--- config.mk ---
export PLATFORM = sky130hd
export DESIGN_NAME = fpu_addsub_issue_ctrl
export DESIGN_NICKNAME = d
export VERILOG_FILES = /design/src/rtl/fpu_addsub_issue_pkg.sv /design/src/rtl/fpu_wdog_counter.sv /design/src/rtl/fpu_addsub_issue_ctrl.sv
export SDC_FILE = /design/constraint.sdc
export NUM_CORES = 1
export LEC_CHECK = 0
export CORE_ASPECT_RATIO = 1.2
export CORE_MARGIN = 3
export CORE_UTILIZATION = 43
export CTS_CLUSTER_DIAMETER = 120
export DETAILED_ROUTE_END_ITERATION = 7
export GPL_TIMING_DRIVEN = 0
export PLACE_DENSITY_LB_ADDON = 0.25
export SLEW_MARGIN = 20
export SYNTH_ARGS = -nofsm -noshare
export SYNTH_HDL_FRONTEND = slang
export SYNTH_SLANG_ARGS = --single-unit
export TNS_END_PERCENT = 50
--- constraint.sdc ---
create_clock -name clk -period 2.7 [get_ports clk]
set_input_delay 0.54 -clock clk [delete_from_list [all_inputs] [get_ports clk]]
set_output_delay 0.54 -clock clk [all_outputs]
set_load 0.05 [all_outputs]
--- src/rtl/fpu_addsub_issue_pkg.sv ---
// Shared types and defaults for the add/subtract unit issue controller.
package fpu_addsub_issue_pkg;

  localparam int DEF_W       = 32;
  localparam int DEF_TIMEOUT = 64;
  localparam int DEF_CW      = 7;

  localparam logic [1:0] ST_IDLE  = 2'd0;
  localparam logic [1:0] ST_START = 2'd1;
  localparam logic [1:0] ST_WAIT  = 2'd2;
  localparam logic [1:0] ST_ACK   = 2'd3;

  typedef enum logic [1:0] {
    IDLE  = ST_IDLE,
    START = ST_START,
    WAIT  = ST_WAIT,
    ACK   = ST_ACK
  } state_t;

endpackage

--- src/rtl/fpu_wdog_counter.sv ---
// Clear/enable saturating counter with a terminal-count compare, used as the
// WAIT-state watchdog and latency counter.
module fpu_wdog_counter #(
  parameter int CW = 7,
  parameter int TC = 63
) (
  input  logic          clk,
  input  logic          rst,
  input  logic          clr,
  input  logic          en,
  output logic [CW-1:0] count,
  output logic          tc
);

  localparam logic [CW-1:0] MAX_V = '1;
  localparam logic [CW-1:0] TC_V  = CW'(TC);

  // Count up while enabled, hold at all-ones, clear has priority over enable.
  always_ff @(posedge clk) begin
    // NOTE: registers use non-blocking assignments so every flop samples pre-edge values.
    if (!rst) begin
      count <= '0;
    end else if (clr) begin
      count <= '0;
    end else if (en && (count != MAX_V)) begin
      count <= count + CW'(1);
    end
  end

  assign tc = (count == TC_V);

endmodule

--- src/rtl/fpu_addsub_issue_ctrl.sv ---
// Requester side of the add/subtract unit handshake: accepts one operation,
// holds operands, pulses beg_FSM, captures the result on ready (or aborts on
// watchdog expiry), pulses rst_FSM and presents the result downstream.
module fpu_addsub_issue_ctrl
  import fpu_addsub_issue_pkg::*;
#(
  parameter int W       = DEF_W,
  parameter int TIMEOUT = DEF_TIMEOUT,
  parameter int CW      = DEF_CW
) (
  input  logic          clk,
  input  logic          rst,
  // upstream operation port
  input  logic          in_valid,
  output logic          in_ready,
  input  logic [W-1:0]  in_x,
  input  logic [W-1:0]  in_y,
  input  logic          in_add_subt,
  input  logic [1:0]    in_r_mode,
  // add/subtract unit side
  output logic          fpu_beg_FSM,
  output logic          fpu_rst_FSM,
  output logic [W-1:0]  fpu_Data_X,
  output logic [W-1:0]  fpu_Data_Y,
  output logic          fpu_add_subt,
  output logic [1:0]    fpu_r_mode,
  input  logic          fpu_ready,
  input  logic [W-1:0]  fpu_result,
  input  logic          fpu_ovf,
  input  logic          fpu_unf,
  // downstream result port
  output logic          out_valid,
  input  logic          out_ready,
  output logic [W-1:0]  out_result,
  output logic          out_ovf,
  output logic          out_unf,
  output logic          out_timeout,
  output logic [CW-1:0] out_cycles,
  output logic          busy
);

  state_t        state;
  logic          accept;
  logic          pop;
  logic [CW-1:0] wdog_count;
  logic          wdog_tc;
  logic [CW-1:0] cycles_inc;

  // A new op may enter only from IDLE and only if the result buffer is, or
  // is about to become, empty; this keeps the buffer from ever being overwritten.
  assign in_ready = (state == IDLE) && (!out_valid || out_ready);
  assign accept   = in_valid && in_ready;
  assign pop      = out_valid && out_ready;
  assign busy     = (state != IDLE);

  // Counter holds the number of WAIT cycles already completed, so the cycle
  // that resolves the op is the (count+1)-th one.
  assign cycles_inc = (wdog_count == '1) ? wdog_count : wdog_count + CW'(1);

  fpu_wdog_counter #(
    .CW (CW),
    .TC (TIMEOUT - 1)
  ) u_wdog (
    .clk   (clk),
    .rst   (rst),
    .clr   (accept),
    .en    (state == WAIT),
    .count (wdog_count),
    .tc    (wdog_tc)
  );

  // Issue FSM with registered pulses, operand registers and result buffer.
  always_ff @(posedge clk) begin
    if (!rst) begin
      state        <= IDLE;
      fpu_beg_FSM  <= 1'b0;
      fpu_rst_FSM  <= 1'b0;
      fpu_Data_X   <= '0;
      fpu_Data_Y   <= '0;
      fpu_add_subt <= 1'b0;
      fpu_r_mode   <= 2'b00;
      out_valid    <= 1'b0;
      out_result   <= '0;
      out_ovf      <= 1'b0;
      out_unf      <= 1'b0;
      out_timeout  <= 1'b0;
      out_cycles   <= '0;
    end else begin
      // NOTE: pulses default low every cycle; the state cases below raise them
      // for exactly one cycle, and a later assignment in the block wins.
      fpu_beg_FSM <= 1'b0;
      fpu_rst_FSM <= 1'b0;
      if (pop) begin
        out_valid <= 1'b0;
      end

      case (state)
        IDLE: begin
          if (accept) begin
            fpu_Data_X   <= in_x;
            fpu_Data_Y   <= in_y;
            fpu_add_subt <= in_add_subt;
            fpu_r_mode   <= in_r_mode;
            fpu_beg_FSM  <= 1'b1;
            state        <= START;
          end
        end
        START: begin
          state <= WAIT;
        end
        WAIT: begin
          if (fpu_ready) begin
            out_result  <= fpu_result;
            out_ovf     <= fpu_ovf;
            out_unf     <= fpu_unf;
            out_timeout <= 1'b0;
            out_cycles  <= cycles_inc;
            out_valid   <= 1'b1;
            fpu_rst_FSM <= 1'b1;
            state       <= ACK;
          end else if (wdog_tc) begin
            out_result  <= '0;
            out_ovf     <= 1'b0;
            out_unf     <= 1'b0;
            out_timeout <= 1'b1;
            out_cycles  <= CW'(TIMEOUT);
            out_valid   <= 1'b1;
            fpu_rst_FSM <= 1'b1;
            state       <= ACK;
          end
        end
        ACK: begin
          state <= IDLE;
        end
        default: begin
          state <= IDLE;
        end
      endcase
    end
  end

endmodule

; ---- Yosys cells after proc, flatten, opt, wreduce, memory -nomap -nowiden
; Cells that the tools add are included.
; Widths: inputs -> output; s select.
[word_totals]
register_bits = 121
latch_bits = 0
ramBits = 0
romBits = 0
input_bits = 106
mem_count = 0
[op_classes]
n_addsub = 1
multipliers = 0
div_mod_pow = 0
order_cmp = 0
eq_ne = 8
shift = 0
muxes = 21
n_bitwise = 1
n_reduce_logical = 15
[op_table]
columns = operator, n
row1 = $mux 32, 2
row2 = $mux 7, 3
row3 = $mux 1, 12
row4 = $reduce_and 2->1, 5
row5 = $pmux 2 s4, 1
row6 = $add 7x1->7 const B, 1
row7 = $eq 7x6->1 const B, 1
row8 = $eq 7x7->1 const B, 1
row9 = $ne 7x7->1 const B, 1
row10 = $mux 2, 3
row11 = $eq 2x2->1 const B, 2
row12 = $logic_and 1x1->1, 4
row13 = $reduce_bool 2->1, 2
row14 = $ne 3x3->1 const B, 1
row15 = $eq 2x1->1 const B, 1
row16 = $logic_not 2->1, 1
row17 = $ne 2x2->1 const B, 1
row18 = $reduce_or 2->1, 1
row19 = $logic_not 1->1, 1
row20 = $logic_or 1x1->1, 1
row21 = $not 1->1, 1

; ---- Depth between registers and ports, before layout
; Gate-level depths: netlist (run 1).
[logic_depth]
depth_word = 6
mapped_depth = 9
mapped_depth_nobuf = 6

; ---- Hierarchy
; A second synthesis (run 1) with hierarchy kept.
[hier_totals]
hier_cells = 518
area_unflattened_um2 = 4484.3
[by_module_without_submodules]
columns = module, instances, cells_per_inst, area_per_inst_um2, seq_area_each_um2
row1 = fpu_addsub_issue_ctrl, 1, 478, 4113.9, 2282.2
row2 = fpu_wdog_counter, 1, 40, 370.4, 140.1

; ---- Least setup slack after synthesis (run 1)
; OpenSTA, ideal clock, no wires.
[synth_timing]
path_kind = register -> output
startpoint = register out_valid
endpoint = output in_ready
arrival_ns = 1.165
slack_ns = 0.995
path_stages_with_launch = 3
n_path_buf = 0
cell_sequence = dfxtp_1 nand2b_1 and2_1
[synth_between]
elab_chain_len = 3
[synth_rtl]
columns = item, line_no
row1 = start: declaration, fpu_addsub_issue_ctrl.sv:32  ; output logic out_valid,
row2 = start signal: assignment, fpu_addsub_issue_ctrl.sv:82  ; out_valid <= 1'b0;
row3 = start signal: assignment, fpu_addsub_issue_ctrl.sv:94  ; out_valid <= 1'b0;
row4 = start signal: assignment, fpu_addsub_issue_ctrl.sv:118  ; out_valid <= 1'b1;
row5 = $logic_not 1->1, fpu_addsub_issue_ctrl.sv:51  ; assign in_ready = (state == IDLE) && (!out_valid || out_ready);
row6 = $logic_or 1x1->1, fpu_addsub_issue_ctrl.sv:51
row7 = $logic_and 1x1->1, fpu_addsub_issue_ctrl.sv:51
row8 = end: declaration, fpu_addsub_issue_ctrl.sv:15  ; output logic in_ready,
; Every way passes these cells.

; ---- Final worst setup path (run 1)
[layout_timing]
startpoint = register state[1]
endpoint = output busy
[layout_between]
elab_chain_len = 1
[layout_rtl]
columns = item, line_no
row1 = start: declaration, fpu_addsub_issue_ctrl.sv:42  ; state_t state;
row2 = start signal: assignment, fpu_addsub_issue_ctrl.sv:75  ; state <= IDLE;
row3 = start signal: assignment, fpu_addsub_issue_ctrl.sv:105  ; state <= START;
row4 = start signal: assignment, fpu_addsub_issue_ctrl.sv:109  ; state <= WAIT;
row5 = $reduce_bool 2->1, fpu_addsub_issue_ctrl.sv:54  ; assign busy = (state != IDLE);
row6 = end: declaration, fpu_addsub_issue_ctrl.sv:39  ; output logic busy
; Every way passes these cells.

==> metrics.txt, run 1 <==
Crit Path Max Fanout=4; switch share=36.9%; Yosys warnings=0; Synth Area in XOR/XNOR=1.37%; CTS H-tree depth=4; post-CTS sizing=0; full die area=11,600 sq um; Max Clk Rate=393 MHz; Max Cap Viol=0; Synth top cells by count=177 x nand2_1, 121 x dfxtp_1, 107 x a21oi_1; area leader, netlist=dfxtp_1; cell internal pwr=4.33 mW; drt initial violations=174; n_diodes=0; Setup violations, final=0; Peak supply drop=0.000432 V; pwr dens=930 nW/um^2; CTS Sinks=121; Crit. End Element=output pin; clk buf depth=2; post-route setup TNS=0 ns; final critical-path share of the clock period=94.1%; largest net degree at the start of global routing=17; top_reg_cell synth=dfxtp_1; Finished Layout Cells=925; status=finished, final reports clean; CTS tree=built; GP Congestion=0.874; GRT Overall Usage=24.1%; area of the mapped netlist=4460 sq um; Initial Utilization=44.3%; Fin. Hold Viols=0; HPWL after DPL=10,800 microns; slowest cell delay on critical path=0.83 ns; total CTS buffers=17; GR Overflow Total=0; Port Buffers=218; Worst Clk Skew=0.00619 ns; FP Rows=40; most numerous cell in the Yosys netlist=nand2_1; crit path time final=2.54 ns; clock slew at reported path FFs=0.05 ns; Worst path slowest cell=clkdlybuf4s50_1; number of global-route vias before repair=4,631; root buffer cell=clkbuf_16; Avg Synthesized Cell Area=8.12 sq um; Clock Power Share=32.3%; Top Layer Used=met4; DRT Pass-1 Iters=7; gate count of the mapped netlist=549; RSZ-0062 raised after global routing=no; post-synthesis mux area share=0.673%; Slew Viols, Final=0; CP Data Arrival Time=2.00 ns; final core utilization=73.4%; crit-path leading delay family=buffers and inverters; via/cell ratio=5.05; Post-Syn Nets=659; Async S/R FF share, synth=0%; Ports=220; DRT met1 WL=5570 microns; Worst-Margin Slew=0.600 ns; Crit Path Class=reg2out; CP Buf/Inv Count=3; first-pass GRT wire length=22,400 microns; Setup Fix Bufs, Post-CTS=0; fraction of layout cells with a size suffix above 1=5.88%; WP data required=2.16 ns; sequential share of power=31.6%; Net Switching=2.54 mW; worst flop-to-flop path startpoint=u_wdog.count[0]; clock latency at the later pin of the worst-skew pair=0.41 ns; Synth Register Bits=121; Die H=118 microns; Routed WL=14,400 microns; adder-cell share of the synthesized area=1.12%; cts hold-fix bufs=0; met2 wire length=7250 microns; die width=99.0 microns; Core Box Area=10,100 sq um; crit-path cells=inv_1 > ha_1 > inv_1 > clkdlybuf4s50_1; met3 WL=1200 microns; post-placement cell count=893; simple-gate area share of the yosys netlist=22.6%; fin nets=896; crit path launch=state[1]; EDFF count, synth=0; Pleak=2.73 nW; synth unique cells=36; Compound-Gate Fraction of Synth Area=14.7%; sequential area share after synthesis=54.3%; most used cell, CP=inv_1; Gate power share=36.1%; Hold Crit Class=reg2reg; synth top area cells=dfxtp_1 54%, nand2_1 15%, a21oi_1 12%; top-area cell type share of the netlist area=54.3%; Avg WL per Cell=15.6 microns; Antenna Violating Nets Remaining=0; CP Launch Type=flip-flop; Area growth syn-to-layout=65.5%; Vias=4,672; largest family of logic cells by synthesized area=simple AND/OR/NAND/NOR gates; worst hold start=out_result[5]; relative slew slack=60.0%; initial antenna violation count=0; DRC violations left=0
-- flip-flops by register name, summed over array words and instances, names as in the netlist --
| signal | flops |
|---|---|
| fpu_beg_FSM | 1 |
| u_wdog.count | 7 |
| fpu_add_subt | 1 |
| out_valid | 1 |
| fpu_Data_Y | 32 |
| out_ovf | 1 |
| fpu_r_mode | 2 |
| fpu_rst_FSM | 1 |
| out_cycles | 7 |
| out_timeout | 1 |
| fpu_Data_X | 32 |
| out_result | 32 |
| out_unf | 1 |
| state | 2 |
-- power by group through the flow --
| stage | Sequential (mW) | Clock, mW | Combinational [mW] |
|---|---|---|---|
| 6_report | 2.17 | 2.22 | 2.48 |
| 5_1_grt | 2.20 | 2.32 | 2.64 |
| 4_1_cts | 2.17 | 2.24 | 2.49 |
| 3_5_place_dp | 2.20 | 0 | 2.47 |
| 3_3_place_gp | 2.19 | 0 | 2.43 |
| 2_1_floorplan | 2.96 | 0 | 0.824 |
-- cells by family after synthesis --
group | after synthesis
buffers and inverters | 49
AO/OA/AOI/OAI | 124
flip-flops | 121
multiplexers | 3
AND/OR/NAND/NOR | 241
XOR/XNOR | 7
adder cells (fa/ha/maj) | 4
-- path summary, 6_finish.rpt --
check,slack [ns],depth (start not counted),end
max,0.16,4,busy
min,0.45,2,out_result[5]
max reg2reg,0.87,5,u_wdog.count[5]
min reg2reg,0.45,2,out_result[5]
-- per-layer routing --
| metal | GRT usage [%] | vias up |
|---|---|---|
| met1 | 25.7 | 2139 |
| met5 | 0 | - |
| met4 | 10.1 | 0 |
| met3 | 8.18 | 28 |
| met2 | 42.6 | 212 |
| li1 | - | 2293 |
-- stage by stage --
stage / hold WS, ns / total power [mW] / area (sq um) / setup WS, ns
finish: 0.448 / 6.87 / 7380 / 0.158
global route: 0.471 / 7.15 / 7380 / 0.0713
CTS: 0.452 / 6.91 / 7380 / 0.00207
detailed placement: 0.445 / 4.68 / 6800 / 0.00673
global placement: 0.438 / 4.62 / 6800 / 0.0193
floorplan: 0.455 / 3.79 / 4460 / 0.995
-- cell usage in the layout, fill, tap and decap left out, drive strengths merged, types with 2 or more instances in the layout --
master,synthesis,layout
nor2,11,11
nand2,177,177
clkdlybuf4s50,0,217
nor3,2,2
o21ai,7,7
mux2i,3,3
dfxtp,121,121
bufinv,0,3
clkbuf,30,53
o211ai,2,2
inv,7,7
a21oi,109,109
nand3,42,42
clkinv,0,5
nand4,2,2
xor2,6,6
and3,2,2
ha,4,4
nand2b,2,2
buf,12,12
-- worst reg2reg max path, delay by kind of cell (launching register included) --
family | cells | cell delay [ns]
compound gates | 2 | 0.40
fa+ha+maj | 1 | 0.30
flops | 1 | 0.40
simple gates | 2 | 0.64
-- layout make-up --
cell class                      count  area, sq um
Timing Repair Buffer              218         2180
Buffer                             42          208
Multi-Input combinational cell    379         1800
Clock inverter                      9          123
Clock buffer                       23          458
Fill cell                         773         2680
Tap cell                          126          158
Sequential cell                   121         2420
Inverter                            7         26.3
No activity file was read; power rests on OpenSTA's default activity.
==> run 2: changes to the inputs <==
SLEW_MARGIN = not set   (was 20)
==> results of run 2 <==
No change in the layout: final DEF, timing and power equal those of run 1.
==> run 3: changes to the inputs <==
CORE_UTILIZATION = 45   (was 43)
CTS_BUF_LIST = sky130_fd_sc_hd__clkbuf_4 sky130_fd_sc_hd__clkbuf_8   (was not set)
CTS_CLUSTER_SIZE = 28   (was not set)
==> run 3 against run 2 <==
- via count increased by 1.3%
- cell count shrank 0.76%
- wire length down 0.33%
- sequential power hardly changed
- critical path type unchanged
- global-route usage increased by 1.8 points
- sequential share of layout area increased by 0.95 points
- clock power is 31% lower
- critical endpoint unchanged
- first-iteration DRC count increased by 2.3%
- worst setup slack gained 0.023 ns
- utilization increased by 1.2 points
- combinational power about the same
- die area shrank 4.2%
==> metrics.txt, run 3 (synthesis results as in run 1) <==
initial antenna violation count=0 (unchanged); drt initial violations=178 (was 174); slowest cell delay on critical path=0.85 ns (was 0.83 ns); Worst path slowest cell=clkdlybuf4s50_1 (unchanged); Antenna Violating Nets Remaining=0 (unchanged); first-pass GRT wire length=23,200 microns (was 22,400 microns); Worst-Margin Slew=0.599 ns (was 0.600 ns); Die H=115 microns (was 118 microns); Max Cap Viol=0 (unchanged); post-route setup TNS=0 ns (unchanged); largest net degree at the start of global routing=17 (unchanged); most frequent cells in the layout=217 x clkdlybuf4s50_1, 177 x nand2_1, 121 x dfxtp_1 (unchanged); Initial Utilization=46.4% (was 44.3%); DRT met1 WL=5310 microns (was 5570 microns); Vias=4,734 (was 4,672); hold slack=0.451 ns (was 0.448 ns); final core utilization=74.6% (was 73.4%); clk buf depth=2 (unchanged); GR Overflow Total=0 (unchanged); Peak supply drop=0.000470 V (was 0.000432 V); crit path time final=2.52 ns (was 2.54 ns); reg2reg setup slack=0.87 ns (about the same); die width=96.9 microns (was 99.0 microns); RSZ-0062 raised after global routing=no (unchanged); Hold Crit Class=reg2reg (unchanged); most used cell, CP=inv_1 (unchanged); GP Congestion=0.901 (was 0.874); pwr dens=863 nW/um^2 (was 930 nW/um^2); status=finished, final reports clean (unchanged); fin nets=896 (unchanged); Crit Path Class=reg2out (unchanged); clock latency at the later pin of the worst-skew pair=0.42 ns (was 0.41 ns); total CTS buffers=17 (unchanged); cts hold-fix bufs=0 (unchanged); worst flop-to-flop path startpoint=state[0] (was u_wdog.count[0]); crit-path cells=inv_1 > ha_1 > inv_1 > clkdlybuf4s50_1 (unchanged); number of global-route vias before repair=4,818 (was 4,631); Pleak=2.64 nW (was 2.73 nW); via/cell ratio=5.16 (was 5.05); met2 wire length=7290 microns (was 7250 microns); full die area=11,100 sq um (was 11,600 sq um); n_diodes=0 (unchanged); Fin. Hold Viols=0 (unchanged); WP data required=2.16 ns (about the same); FP Rows=39 (was 40); fillers=719 (was 773); Reg2Reg Depth=9 (was 5); hold path endpoint=out_result[1] (was out_result[5]); footprint of the multi-input gates=1800 sq um (unchanged); CP Data Arrival Time=1.98 ns (was 2.00 ns); GRT Overall Usage=25.9% (was 24.1%); reg2reg end=out_result[30] (was u_wdog.count[5]); clock slew at reported path FFs=0.06 ns (was 0.05 ns); Area growth syn-to-layout=60.9% (was 65.5%); Top Layer Used=met4 (unchanged); worst hold start=out_result[1] (was out_result[5]); Hold Path Cell Cnt=2 (unchanged); post-CTS sizing=1 (was 0); Crit Path Max Fanout=4 (unchanged); DRC violations left=0 (unchanged); CP Launch Type=flip-flop (unchanged); Core Box Area=9610 sq um (was 10,100 sq um); relative slew slack=60.1% (was 60.0%); most common cell after layout, fill and taps aside=clkdlybuf4s50_1 (unchanged); Setup Fix Bufs, Post-CTS=0 (unchanged); final critical-path share of the clock period=93.3% (was 94.1%); Slew Viols, Final=0 (unchanged); fraction of layout cells with a size suffix above 1=6.04% (was 5.88%); CTS tree=built (unchanged); Routed WL=14,300 microns (was 14,400 microns); biggest regs=fpu_Data_X x32, fpu_Data_Y x32, out_result x32 (unchanged); CTS Sinks=121 (unchanged); Avg WL per Cell=15.6 microns (about the same); Storage cell area=2420 sq um (unchanged); met3 WL=1320 microns (was 1200 microns); Setup violations, final=0 (unchanged); Ports=220 (unchanged); root buffer cell=clkbuf_8 (was clkbuf_16); DRT Pass-1 Iters=5 (was 7); Worst Clk Skew=0.0124 ns (was 0.00619 ns); Crit. End Element=output pin (unchanged); Max Clk Rate=397 MHz (was 393 MHz); Port Buffers=218 (unchanged); HPWL after DPL=10,800 microns (about the same); CTS H-tree depth=4 (unchanged)
-- run 3: changes by cell type in the layout (fill, tap and decap cells not counted), sizes merged --
| cell | delta |
|---|---|
| dlygate4sd2 | +1 |
| dlymetal6s2s | -1 |
| clkinvlp | -1 |
| clkinv | -4 |
| bufinv | -2 |
| clkbuf | +3 |
-- run 3: layout make-up --
| class | instances | share of cell area (%) |
|---|---|---|
| Tap cell | 123 | 2.15 |
| Inverter | 7 | 0.366 |
| Clock inverter | 2 | 0.488 |
| Clock buffer | 26 | 4.81 |
| Timing Repair Buffer | 218 | 30.4 |
| Sequential cell | 121 | 33.8 |
| Multi-Input combinational cell | 379 | 25.1 |
| Buffer | 42 | 2.90 |
-- run 3: routing by layer --
layer / vias to the layer above / track usage (%)
met5: - / 0
met4: 0 / 12.5
met3: 38 / 10.1
met2: 231 / 46.4
met1: 2181 / 26.6
li1: 2284 / -
-- run 3: critical path, delay by kind of cell (launching register included) --
kind | cells | cell delay [ns]
fa+ha+maj | 1 | 0.21
flops | 1 | 0.35
buf+inv | 3 | 1.00
-- run 3: worst max-delay path by stage --
stage / start / to / slack, ns / depth (start not counted)
floorplan: out_valid / in_ready / 1.0 / 2
global placement: out_ready / in_ready / -0.02 / 4
detailed placement: out_ready / in_ready / -0.02 / 4
CTS: state[1] / busy / 0.15 / 4
global route: state[1] / busy / 0.10 / 4
finish: state[1] / busy / 0.18 / 4
-- run 3: metrics by stage --
step / cells / instance area (sq um) / power, mW / setup WS, ns
after floorplan: 549 / 4460 / 3.79 / 0.995
after global placement: 890 / 6800 / 4.61 / -0.0154
after detailed placement: 890 / 6800 / 4.69 / -0.0242
after CTS: 918 / 7170 / 6.23 / 0.146
after global routing: 918 / 7170 / 6.49 / 0.103
final: 918 / 7170 / 6.19 / 0.182
-- run 3: where the power goes --
| group | switching, mW | internal (mW) | leakage [nW] |
|---|---|---|---|
| clock network | 0.641 | 0.900 | 0.200 |
| registers | 0.133 | 2.03 | 0.986 |
| logic | 1.66 | 0.826 | 1.45 |
